--- src/rtl/axi_burst_splitter_pkg.sv ---
// Shared types, encodings and helpers for the AXI4 burst splitter.
package axi_burst_splitter_pkg;

    localparam int unsigned ID_WIDTH   = 5;
    localparam int unsigned USER_WIDTH = 1;

    localparam logic [1:0] BURST_FIXED = 2'b00;
    localparam logic [1:0] BURST_INCR  = 2'b01;
    localparam logic [1:0] BURST_WRAP  = 2'b10;
    localparam logic [1:0] BURST_RSVD  = 2'b11;

    localparam logic [1:0] RESP_OKAY   = 2'b00;
    localparam logic [1:0] RESP_EXOKAY = 2'b01;
    localparam logic [1:0] RESP_SLVERR = 2'b10;
    localparam logic [1:0] RESP_DECERR = 2'b11;

    typedef enum logic [2:0] {W_IDLE, W_ADDR, W_DATA, W_RESP, W_BRESP, W_DRAIN} w_state_t;
    typedef enum logic [1:0] {R_IDLE, R_ADDR, R_DATA, R_ERR} r_state_t;

    typedef struct packed {
        logic [ID_WIDTH-1:0]   id;
        logic [63:0]           addr;
        logic [7:0]            len;
        logic [2:0]            size;
        logic [1:0]            burst;
        logic                  lock;
        logic [3:0]            cache;
        logic [2:0]            prot;
        logic [3:0]            qos;
        logic [3:0]            region;
        logic [5:0]            atop;
        logic [USER_WIDTH-1:0] user;
    } aw_chan_t;

    typedef struct packed {
        logic [ID_WIDTH-1:0]   id;
        logic [63:0]           addr;
        logic [7:0]            len;
        logic [2:0]            size;
        logic [1:0]            burst;
        logic                  lock;
        logic [3:0]            cache;
        logic [2:0]            prot;
        logic [3:0]            qos;
        logic [3:0]            region;
        logic [USER_WIDTH-1:0] user;
    } ar_chan_t;

    typedef struct packed {
        logic [63:0]           data;
        logic [7:0]            strb;
        logic                  last;
        logic [USER_WIDTH-1:0] user;
    } w_chan_t;

    typedef struct packed {
        logic [ID_WIDTH-1:0]   id;
        logic [1:0]            resp;
        logic [USER_WIDTH-1:0] user;
    } b_chan_t;

    typedef struct packed {
        logic [ID_WIDTH-1:0]   id;
        logic [63:0]           data;
        logic [1:0]            resp;
        logic                  last;
        logic [USER_WIDTH-1:0] user;
    } r_chan_t;

    typedef struct packed {
        aw_chan_t aw;
        logic     aw_valid;
        w_chan_t  w;
        logic     w_valid;
        logic     b_ready;
        ar_chan_t ar;
        logic     ar_valid;
        logic     r_ready;
    } axi_req_t;

    typedef struct packed {
        logic    aw_ready;
        logic    ar_ready;
        logic    w_ready;
        logic    b_valid;
        b_chan_t b;
        logic    r_valid;
        r_chan_t r;
    } axi_resp_t;

    // Severity rank: DECERR > SLVERR > OKAY, EXOKAY counts as OKAY.
    function automatic logic [1:0] resp_rank(input logic [1:0] r);
        case (r)
            RESP_DECERR: return 2'd2;
            RESP_SLVERR: return 2'd1;
            default:     return 2'd0;
        endcase
    endfunction

    function automatic logic [1:0] resp_merge(input logic [1:0] a, input logic [1:0] b);
        logic [1:0] rk;
        rk = (resp_rank(a) > resp_rank(b)) ? resp_rank(a) : resp_rank(b);
        case (rk)
            2'd2:    return RESP_DECERR;
            2'd1:    return RESP_SLVERR;
            default: return RESP_OKAY;
        endcase
    endfunction

endpackage

--- src/rtl/axi_burst_addr_gen.sv ---
// Next-beat address for FIXED, INCR and WRAP bursts.
module axi_burst_addr_gen
    import axi_burst_splitter_pkg::*;
(
    input  logic [63:0] addr,
    input  logic [7:0]  len,
    input  logic [2:0]  size,
    input  logic [1:0]  burst,
    output logic [63:0] next_addr
);

    logic [63:0] step;
    logic [63:0] incr;
    logic [63:0] wrap_bytes;
    logic [63:0] lower;
    logic        wrap_ok;

    // Compute the incremented address and, for legal WRAP lengths, fold it back to the boundary.
    always_comb begin
        step       = 64'd1 << size;
        incr       = addr + step;
        wrap_bytes = ({56'd0, len} + 64'd1) << size;
        lower      = addr & ~(wrap_bytes - 64'd1);
        wrap_ok    = (len == 8'd1) || (len == 8'd3) || (len == 8'd7) || (len == 8'd15);
        next_addr  = incr;
        case (burst)
            BURST_FIXED: next_addr = addr;
            BURST_WRAP: begin
                if (wrap_ok && (incr == lower + wrap_bytes)) next_addr = lower;
            end
            default: next_addr = incr;
        endcase
    end

endmodule

--- src/rtl/axi_burst_splitter.sv ---
// Splits AXI4 bursts into single-beat transactions; read and write paths are independent.
module axi_burst_splitter
    import axi_burst_splitter_pkg::*;
#(
    parameter int unsigned AXI_ID_WIDTH = 5,
    parameter type         req_t        = axi_req_t,
    parameter type         resp_t       = axi_resp_t
) (
    input  logic  clk_i,
    input  logic  rst_i,
    input  req_t  slv_req_i,
    output resp_t slv_resp_o,
    output req_t  mst_req_o,
    input  resp_t mst_resp_i
);

    w_state_t                w_state;
    logic [AXI_ID_WIDTH-1:0] w_id;
    logic [63:0]             w_addr;
    logic [7:0]              w_len;
    logic [7:0]              w_cnt;
    logic [2:0]              w_size;
    logic [1:0]              w_burst;
    logic [2:0]              w_prot;
    logic [3:0]              w_cache;
    logic [3:0]              w_qos;
    logic [3:0]              w_region;
    logic [USER_WIDTH-1:0]   w_user;
    logic [1:0]              w_resp;
    logic [63:0]             w_next_addr;

    r_state_t                r_state;
    logic [AXI_ID_WIDTH-1:0] r_id;
    logic [63:0]             r_addr;
    logic [7:0]              r_len;
    logic [7:0]              r_cnt;
    logic [2:0]              r_size;
    logic [1:0]              r_burst;
    logic [2:0]              r_prot;
    logic [3:0]              r_cache;
    logic [3:0]              r_qos;
    logic [3:0]              r_region;
    logic [USER_WIDTH-1:0]   r_user;
    logic [63:0]             r_next_addr;

    // Fields the downstream slave has no use for.
    logic unused_fields;
    assign unused_fields = ^{slv_req_i.aw.lock, slv_req_i.ar.lock, mst_resp_i.b.id,
                             mst_resp_i.b.user, mst_resp_i.r.id, mst_resp_i.r.last};

    axi_burst_addr_gen u_w_addr_gen (
        .addr      (w_addr),
        .len       (w_len),
        .size      (w_size),
        .burst     (w_burst),
        .next_addr (w_next_addr)
    );

    axi_burst_addr_gen u_r_addr_gen (
        .addr      (r_addr),
        .len       (r_len),
        .size      (r_size),
        .burst     (r_burst),
        .next_addr (r_next_addr)
    );

    // Write FSM: one downstream AW/W/B round trip per upstream beat, responses merged.
    always_ff @(posedge clk_i or posedge rst_i) begin
        if (rst_i) begin
            w_state  <= W_IDLE;
            w_id     <= '0;
            w_addr   <= '0;
            w_len    <= '0;
            w_cnt    <= '0;
            w_size   <= '0;
            w_burst  <= '0;
            w_prot   <= '0;
            w_cache  <= '0;
            w_qos    <= '0;
            w_region <= '0;
            w_user   <= '0;
            w_resp   <= RESP_OKAY;
        end else begin
            case (w_state)
                W_IDLE: begin
                    if (slv_req_i.aw_valid) begin
                        w_id     <= slv_req_i.aw.id;
                        w_addr   <= slv_req_i.aw.addr;
                        w_len    <= slv_req_i.aw.len;
                        w_cnt    <= slv_req_i.aw.len;
                        w_size   <= slv_req_i.aw.size;
                        w_burst  <= slv_req_i.aw.burst;
                        w_prot   <= slv_req_i.aw.prot;
                        w_cache  <= slv_req_i.aw.cache;
                        w_qos    <= slv_req_i.aw.qos;
                        w_region <= slv_req_i.aw.region;
                        w_user   <= slv_req_i.aw.user;
                        w_resp   <= RESP_OKAY;
                        if ((slv_req_i.aw.atop != 6'd0) || (slv_req_i.aw.burst == BURST_RSVD))
                            w_state <= W_DRAIN;
                        else
                            w_state <= W_ADDR;
                    end
                end
                W_ADDR: if (mst_resp_i.aw_ready) w_state <= W_DATA;
                W_DATA: if (slv_req_i.w_valid && mst_resp_i.w_ready) w_state <= W_RESP;
                W_RESP: begin
                    if (mst_resp_i.b_valid) begin
                        w_resp <= resp_merge(w_resp, mst_resp_i.b.resp);
                        if (w_cnt == 8'd0) begin
                            w_state <= W_BRESP;
                        end else begin
                            w_cnt   <= w_cnt - 8'd1;
                            w_addr  <= w_next_addr;
                            w_state <= W_ADDR;
                        end
                    end
                end
                W_DRAIN: begin
                    if (slv_req_i.w_valid && slv_req_i.w.last) begin
                        w_resp  <= RESP_SLVERR;
                        w_state <= W_BRESP;
                    end
                end
                W_BRESP: if (slv_req_i.b_ready) w_state <= W_IDLE;
                default: w_state <= W_IDLE;
            endcase
        end
    end

    // Read FSM: one downstream AR/R per beat; reserved bursts are answered locally.
    always_ff @(posedge clk_i or posedge rst_i) begin
        if (rst_i) begin
            r_state  <= R_IDLE;
            r_id     <= '0;
            r_addr   <= '0;
            r_len    <= '0;
            r_cnt    <= '0;
            r_size   <= '0;
            r_burst  <= '0;
            r_prot   <= '0;
            r_cache  <= '0;
            r_qos    <= '0;
            r_region <= '0;
            r_user   <= '0;
        end else begin
            case (r_state)
                R_IDLE: begin
                    if (slv_req_i.ar_valid) begin
                        r_id     <= slv_req_i.ar.id;
                        r_addr   <= slv_req_i.ar.addr;
                        r_len    <= slv_req_i.ar.len;
                        r_cnt    <= slv_req_i.ar.len;
                        r_size   <= slv_req_i.ar.size;
                        r_burst  <= slv_req_i.ar.burst;
                        r_prot   <= slv_req_i.ar.prot;
                        r_cache  <= slv_req_i.ar.cache;
                        r_qos    <= slv_req_i.ar.qos;
                        r_region <= slv_req_i.ar.region;
                        r_user   <= slv_req_i.ar.user;
                        r_state  <= (slv_req_i.ar.burst == BURST_RSVD) ? R_ERR : R_ADDR;
                    end
                end
                R_ADDR: if (mst_resp_i.ar_ready) r_state <= R_DATA;
                R_DATA: begin
                    if (mst_resp_i.r_valid && slv_req_i.r_ready) begin
                        if (r_cnt == 8'd0) begin
                            r_state <= R_IDLE;
                        end else begin
                            r_cnt   <= r_cnt - 8'd1;
                            r_addr  <= r_next_addr;
                            r_state <= R_ADDR;
                        end
                    end
                end
                R_ERR: begin
                    if (slv_req_i.r_ready) begin
                        if (r_cnt == 8'd0) r_state <= R_IDLE;
                        else               r_cnt   <= r_cnt - 8'd1;
                    end
                end
                default: r_state <= R_IDLE;
            endcase
        end
    end

    // Channel outputs decoded from the FSM state; W and R payloads pass straight through.
    always_comb begin
        slv_resp_o = '0;
        mst_req_o  = '0;

        slv_resp_o.aw_ready = (w_state == W_IDLE) && !rst_i;
        slv_resp_o.ar_ready = (r_state == R_IDLE) && !rst_i;

        mst_req_o.aw.id     = w_id;
        mst_req_o.aw.addr   = w_addr;
        mst_req_o.aw.size   = w_size;
        mst_req_o.aw.burst  = BURST_INCR;
        mst_req_o.aw.cache  = w_cache;
        mst_req_o.aw.prot   = w_prot;
        mst_req_o.aw.qos    = w_qos;
        mst_req_o.aw.region = w_region;
        mst_req_o.aw.user   = w_user;
        mst_req_o.aw_valid  = (w_state == W_ADDR);

        mst_req_o.w         = slv_req_i.w;
        mst_req_o.w.last    = 1'b1;
        mst_req_o.w_valid   = (w_state == W_DATA) && slv_req_i.w_valid;
        slv_resp_o.w_ready  = (w_state == W_DATA) ? mst_resp_i.w_ready : (w_state == W_DRAIN);
        mst_req_o.b_ready   = (w_state == W_RESP);

        slv_resp_o.b_valid  = (w_state == W_BRESP);
        slv_resp_o.b.id     = w_id;
        slv_resp_o.b.resp   = w_resp;
        slv_resp_o.b.user   = w_user;

        mst_req_o.ar.id     = r_id;
        mst_req_o.ar.addr   = r_addr;
        mst_req_o.ar.size   = r_size;
        mst_req_o.ar.burst  = BURST_INCR;
        mst_req_o.ar.cache  = r_cache;
        mst_req_o.ar.prot   = r_prot;
        mst_req_o.ar.qos    = r_qos;
        mst_req_o.ar.region = r_region;
        mst_req_o.ar.user   = r_user;
        mst_req_o.ar_valid  = (r_state == R_ADDR);

        slv_resp_o.r.id     = r_id;
        slv_resp_o.r.last   = (r_cnt == 8'd0);
        if (r_state == R_DATA) begin
            slv_resp_o.r_valid = mst_resp_i.r_valid;
            slv_resp_o.r.data  = mst_resp_i.r.data;
            slv_resp_o.r.resp  = mst_resp_i.r.resp;
            slv_resp_o.r.user  = mst_resp_i.r.user;
            mst_req_o.r_ready  = slv_req_i.r_ready;
        end else if (r_state == R_ERR) begin
            slv_resp_o.r_valid = 1'b1;
            slv_resp_o.r.resp  = RESP_SLVERR;
        end
    end

endmodule

--- config.mk ---
export PLATFORM = sky130hd
export DESIGN_NAME = axi_burst_splitter
export DESIGN_NICKNAME = d
export VERILOG_FILES = /design/src/rtl/axi_burst_splitter_pkg.sv /design/src/rtl/axi_burst_addr_gen.sv /design/src/rtl/axi_burst_splitter.sv
export SDC_FILE = /design/constraint.sdc
export NUM_CORES = 1
export LEC_CHECK = 0
export CAP_MARGIN = 20
export CORE_MARGIN = 2
export CORE_UTILIZATION = 30
export CTS_BUF_LIST = sky130_fd_sc_hd__clkbuf_2 sky130_fd_sc_hd__clkbuf_4 sky130_fd_sc_hd__clkbuf_8
export CTS_CLUSTER_DIAMETER = 30
export CTS_CLUSTER_SIZE = 25
export DETAILED_ROUTE_END_ITERATION = 16
export PLACE_DENSITY = 0.5
export SLEW_MARGIN = 20
export SYNTH_ARGS = -nofsm -noshare
export SYNTH_HDL_FRONTEND = slang
export SYNTH_SLANG_ARGS = --single-unit
--- constraint.sdc ---
create_clock -name clk_i -period 8.3 [get_ports clk_i]
set_input_delay 1.66 -clock clk_i [delete_from_list [all_inputs] [get_ports clk_i]]
set_output_delay 1.66 -clock clk_i [all_outputs]
set_load 0.02 [all_outputs]
==> run_results.csv, run 1 <==
group,metric,value,unit
status,status,"complete, no violations",
global_route,grt_overflow_total,0,
worst_setup_path,r2r-end,"w_addr[62]",
sta,rsz0062_at_grt,"false",
clock_network,clkSinkCount,219,
detailed_routing,antenna_left,0,
synth,ys_warn_count,0,
clock_network,max-clock-path-buffers,3,
worst_setup_path,arrival,8.43,ns
cells_and_area,fillerInstances,9426,
worst_setup_path,rr_worst_depth,28,
sta,finalCritPeriodShare,94.6,%
global_route,grtUsageTotal,27.3,%
cells_and_area,drive_above_1_share,10.8,%
global_route,antenna_found_initial,8,
worst_setup_path,worstPathRequired,8.87,ns
synth,synth_common_cells,"nand2_1, nor2_1, o21ai_0",
run,max-cap-violations,0,
sta,finalSetupViolCount,0,
global_route,first_global_vias,29300,
worst_setup_path,crit_family,"simple AND/OR/NAND/NOR gates",
floorplan,die-height,302,microns
place,place_congestion,1.01,
worst_setup_path,worstSetupStartpointType,"register",
synth,ys_ff_latch,219,
synth,yosys.area.top_type_share,20.6,%
synth,yosys-top-cells-area,"dfrtp_1, o21ai_0, nand2_1, nor2_1, xnor2_1",
sta,report.final.slew_viol_count,0,
floorplan,num_rows,109,
synth,synth_top_cell_by_area,"dfrtp_1",
sta,tightest_slew,1.04,ns
power,p_total,0.0152,W
floorplan,core-area,88100,sq um
synth,synth-edff-count,0,
global_route,grtUsageMet2,43.9,%
hold_path,holdPathEnd,"r_cache[3]",
worst_setup_path,slowest_stage,"or4_1",
hold_path,hp-class,"reg -> reg",
detailed_routing,drc,0,
floorplan,die_x,302,microns
synth,synth_flop_cell,"dfrtp_1",
detailed_routing,drtIter0Drc,2538,
sta,period_needed,7.85,ns
synth,syn_area,26600,sq um
cells_and_area,area_delta_synth_final,31.5,%
clock_network,h-tree-depth,3,
detailed_routing,viasPerCell,5.77,
sta,whs,0.472,ns
hold_path,hold_depth,2,
power,cellPowerDensity,435,nW/um^2
sta,setup_tns,0,ns
worst_setup_path,slowest_delay,0.58,ns
detailed_routing,dr.pass1.iters,8,
detailed_routing,vias,30800,
global_route,grt_util_met3,5.49,%
clock_network,cts_tree,"built",
place,place_hpwl,101000,microns
floorplan,fp.dieArea,91000,sq um
sta,max_slew_margin,30.8,%
synth,yosysMostFrequentCell,"nand2_1",
clock_network,postCtsHoldBufs,0,
floorplan,start_util,30.2,%
hold_path,hold_path_startpoint,"r_cache[3]",
worst_setup_path,r2r_slack,0.45,ns
global_route,top_usage_layer,"met2",
floorplan,ios,740,
synth,ys_types,115,
synth,synthCells,3669,
worst_setup_path,reg2reg_from,"w_len[1]",
clock_network,cts_buffers,72,
sta,hold_viol,0,
clock_network,root_buffer,"clkbuf_8",
detailed_routing,wire_per_inst,24.2,microns
synth,synth_area_per_cell,7.25,sq um
global_route,grt_pass1_wl,191000,microns
global_route,grt_max_degree,130,
clock_network,clk_pin_slew,0.05,ns
place,pre_cts_ws,0.150,ns
sta,skew,0.0470,ns
cells_and_area,nets,4535,
worst_setup_path,critPathBufInv,3,
cells_and_area,final_util,39.7,%
worst_setup_path,path_max_fanout,26,
synth,ys_seq_area_share,20.6,%
global_route,grtUsageMet1,35.8,%
clock_network,clkLatencyLatePin,0.70,ns
power,power_leakage,13.4,nW
worst_setup_path,worstSetupPathType,"reg -> reg",
worst_setup_path,endpoint_kind,"register",
sta,max_freq,127,MHz
detailed_routing,drt_wl_total,129000,microns
synth,synthArstFlopShare,100,%
sta,setup_slack,0.447,ns
place,portBuffers,550,
power,ir_drop,0.204,mV
==> final cells by class <==
| cell class | count | area, sq um | area share, % |
|---|---|---|---|
| inverter | 72 | 278 | 0.795 |
| clock inverter | 37 | 518 | 1.48 |
| clock buffer | 95 | 1250 | 3.58 |
| sequential | 219 | 5480 | 15.7 |
| tap | 1165 | 1460 | 4.17 |
| antenna | 3 | 7.51 | 0.0215 |
| multi-input combinational | 3016 | 19000 | 54.3 |
| timing repair buffer | 728 | 6970 | 19.9 |
==> per-stage QoR <==
stage / cell area (sq um) / instances
floorplan: 26700 / 3696
global placement: 33100 / 5198
detailed placement: 33100 / 5198
CTS: 34900 / 5330
global route: 35000 / 5334
finish: 35000 / 5335
==> registers in the layout (all words and copies together) (netlist names), 5 cells and up <==
name and count:
w_id 5, r_len 8, w_addr 64, r_cnt 8, r_addr 64, w_len 8, w_cnt 8, r_id 5
==> power by group <==
group	switching [W]	leakage [nW]	internal (W)
clock	0.000746	0.915	0.00132
combinational	0.00620	9.89	0.00412
sequential	0.00123	2.56	0.00157
==> what timing repair did <==
action / in CTS / in global routing
gates resized for setup: 0 / 15
setup endpoints to repair: 0 / 127
setup buffers: 0 / 2
==> layout by cell type (no fill, tap or decap), types with 122 or more instances in the layout <==
master	n
nand3_1	175
nor2_1	295
nand2_1	383
o21ai_0	297
buf_4	168
clkdlybuf4s50_1	550
dfrtp_1	217
xnor2_1	122
and2_1	122
or3_1	144
a21oi_1	151
==> worst max path at each step <==
stage | start | end | cells after the start | slack [ns]
finish | w_len[1] | w_addr[62] | 28 | 0.45
global route | w_len[4] | w_addr[50] | 26 | 0.05
CTS | r_len[1] | r_addr[12] | 27 | 0.08
detailed placement | r_len[1] | r_addr[14] | 27 | 0.15
global placement | w_len[1] | w_addr[2] | 27 | 0.26
floorplan | rst_i | r_addr[0] | 1 | 0.65
==> per-layer routing <==
metal  part of all wire (%)  wire length (microns)  vias up
met1                     42                  54700    14700
met4                    4.1                   5270        6
met2                     46                  58800     1397
li1                       -                      -    14300
met5                  0.030                     39        -
met3                    8.0                  10400      296
==> cells by family after synthesis <==
logic type,after synthesis,synth area share (%)
fa+ha+maj,55,2.64
mux,123,4.92
xor+xnor,187,6.50
simple gates,1684,33.3
buf+inv,461,8.93
other cells,2,0.0282
compound gates,938,23.1
flops,219,20.6
==> worst min-delay path, stage by stage (launching register included) <==
cell	delay [ns]
dfrtp_1	0.33
nand2_1	0.05
nand2_1	0.06
Note: power is estimated with default switching activity, not from simulation.
==> run 2: changes to the inputs <==
--- a/config.mk
+++ b/config.mk
@@ -8,7 +8,6 @@
 export CAP_MARGIN = 20
 export CORE_MARGIN = 2
 export CORE_UTILIZATION = 30
-export CTS_BUF_LIST = sky130_fd_sc_hd__clkbuf_2 sky130_fd_sc_hd__clkbuf_4 sky130_fd_sc_hd__clkbuf_8
 export CTS_CLUSTER_DIAMETER = 30
 export CTS_CLUSTER_SIZE = 25
 export DETAILED_ROUTE_END_ITERATION = 16
==> run_results.csv, run 2 (synthesis results as in run 1) <==
group,metric,value,unit
clock_network,h-tree-depth,3,
sta,period_needed,7.93,ns
power,power_frac_seq,17.5,%
worst_setup_path,path_max_fanout,26,
worst_setup_path,worstSetupStartpointType,"register",
sta,report.final.slew_viol_count,0,
detailed_routing,antenna_left,0,
worst_setup_path,worstPathRequired,8.82,ns
power,ir_drop,0.194,mV
power,cellPowerDensity,449,nW/um^2
run,max-cap-violations,0,
global_route,grtUsageTotal,27.4,%
floorplan,start_util,30.2,%
floorplan,num_rows,109,
sta,max_slew_margin,28.7,%
detailed_routing,drt_wl_total,130000,microns
floorplan,die-height,302,microns
global_route,grt_pass1_wl,191000,microns
sta,tightest_slew,1.07,ns
place,portBuffers,550,
worst_setup_path,endpoint_kind,"register",
sta,max_freq,126,MHz
cells_and_area,drive_above_1_share,10.6,%
cells_and_area,layout_common_cells,"clkdlybuf4s50_1, nand2_1, o21ai_0",
detailed_routing,drc,0,
power,power_switching,0.00834,W
clock_network,postCtsHoldBufs,0,
sta,skew,0.0406,ns
cells_and_area,final_common_cell,"clkdlybuf4s50_1",
sta,finalSetupViolCount,0,
clock_network,cts_tree,"built",
place,place_hpwl,101000,microns
clock_network,cts_buffers,72,
clock_network,clkLatencyLatePin,0.64,ns
cells_and_area,fillerInstances,9338,
cells_and_area,area_delta_synth_final,34.7,%
global_route,grt_max_degree,130,
power,netSwitchingFraction,51.9,%
worst_setup_path,worstSetupPathType,"reg -> reg",
sta,setup_tns,0,ns
detailed_routing,vias,30700,
sta,finalCritPeriodShare,95.6,%
power,intPower,0.00773,W
hold_path,hp-class,"reg -> reg",
detailed_routing,viasPerCell,5.75,
worst_setup_path,arrival,8.45,ns
cells_and_area,nets,4535,
detailed_routing,drtIter0Drc,2702,
detailed_routing,dr.pass1.iters,8,
global_route,grt_overflow_total,0,
power,p_clk_share,18.2,%
detailed_routing,wire_per_inst,24.3,microns
clock_network,max-clock-path-buffers,3,
cells_and_area,top_regs,"r_addr (64), w_addr (64)",
global_route,antenna_found_initial,7,
place,numPlacedInstances,5198,
floorplan,fp.dieArea,91000,sq um
power,power_leakage,13.7,nW
clock_network,root_buffer,"clkbuf_16",
floorplan,ios,740,
cells_and_area,stdcell_count,5333,
status,status,"complete, no violations",
power,p_comb_share,64.4,%
global_route,first_global_vias,29400,
sta,hold_viol,0,
clock_network,clk_pin_slew,0.04,ns
floorplan,core-area,88100,sq um
place,place_congestion,1.01,
floorplan,die_x,302,microns
clock_network,clkSinkCount,219,
run 2: cell count changes in the layout (fill, tap and decap cells not counted), moves of 2 or more:
cell / delta
clkinv_16: +5
clkbuf_8: -72
diode_2: -2
clkbuf_1: +9
inv_12: -4
inv_8: -2
clkbuf_16: +72
clkbuf_4: -9
run 2: area by class of cell:
cell class / count / area [sq um] / share of cell area, %
antenna: 1 / 2.50 / 0.00699
clock buffer: 95 / 2030 / 5.66
clock inverter: 37 / 601 / 1.68
inverter: 72 / 278 / 0.776
multi-input combinational: 3016 / 19000 / 53.0
sequential: 219 / 5480 / 15.3
tap: 1165 / 1460 / 4.07
timing repair buffer: 728 / 6970 / 19.5
run 2: worst paths after layout:
check | to | slack, ns | cells after the start | from
worst max-delay path | w_addr[30] | 0.37 | 27 | w_len[1]
worst min-delay path | r_prot[2] | 0.47 | 2 | r_prot[2]
worst max register to register | w_addr[30] | 0.37 | 27 | w_len[1]
min in group asynchronous | r_cnt[4] | 1.68 | 2 | rst_i
worst min register to register | r_prot[2] | 0.47 | 2 | r_prot[2]
max in group asynchronous | w_addr[42] | 5.18 | 3 | rst_i
run 2: through the flow:
stage / area [sq um] / hold WS [ns] / power [W] / utilization [%] / worst slack [ns]
final: 35800 / 0.470 / 0.0161 / 40.6 / 0.367
after global routing: 35800 / 0.490 / 0.0171 / 40.6 / -0.00898
after CTS: 35700 / 0.475 / 0.0160 / 40.6 / 0.0890
after detailed placement: 33100 / 0.465 / 0.0129 / 37.6 / 0.150
after global placement: 33100 / 0.459 / 0.0129 / 37.6 / 0.259
after floorplan: 26700 / 0.447 / 0.00894 / - / 0.647
run 2: critical path: stages (launching register included):
cell and delay, ns:
dfrtp_2 0.44, ha_2 0.28, inv_1 0.11, o211a_1 0.24
or4_1 0.57, mux2_2 0.33, o32a_1 0.35, or3_1 0.34
or3_1 0.33, xnor2_1 0.16, and2_1 0.18, ha_1 0.39
xnor3_1 0.43, nor3_1 0.08, a211o_1 0.30, nor4_1 0.32
nand4_1 0.23, a2111oi_0 0.41, buf_4 0.19, o2111ai_1 0.12
nor4bb_2 0.48, nor4b_4 0.34, and3_4 0.34, buf_12 0.19
and2_1 0.16, buf_4 0.17, o21ai_0 0.11, a31oi_1 0.21
run 2: metal layers:
metal	global-route usage, %	up-vias	share of wire, %
met2	44.0	1346	46
li1	-	14300	-
met3	5.42	280	7.8
met4	10.5	6	3.8
met1	36.0	14700	43
met5	0	-	0.030
run 2: power groups by stage:
stage               combinational, W  clock (W)  sequential (W)
finish                        0.0103    0.00292         0.00281
global route                  0.0111    0.00306         0.00290
CTS                           0.0102    0.00298         0.00278
detailed placement            0.0102          0         0.00279
global placement              0.0102          0         0.00279
floorplan                    0.00641          0         0.00254
run 2: timing repair:
action                                  CTS  global route
resized for setup                         0            13
endpoints found under the setup margin    0           128
endpoints found under the hold margin     0             0
buffers inserted                          0             2
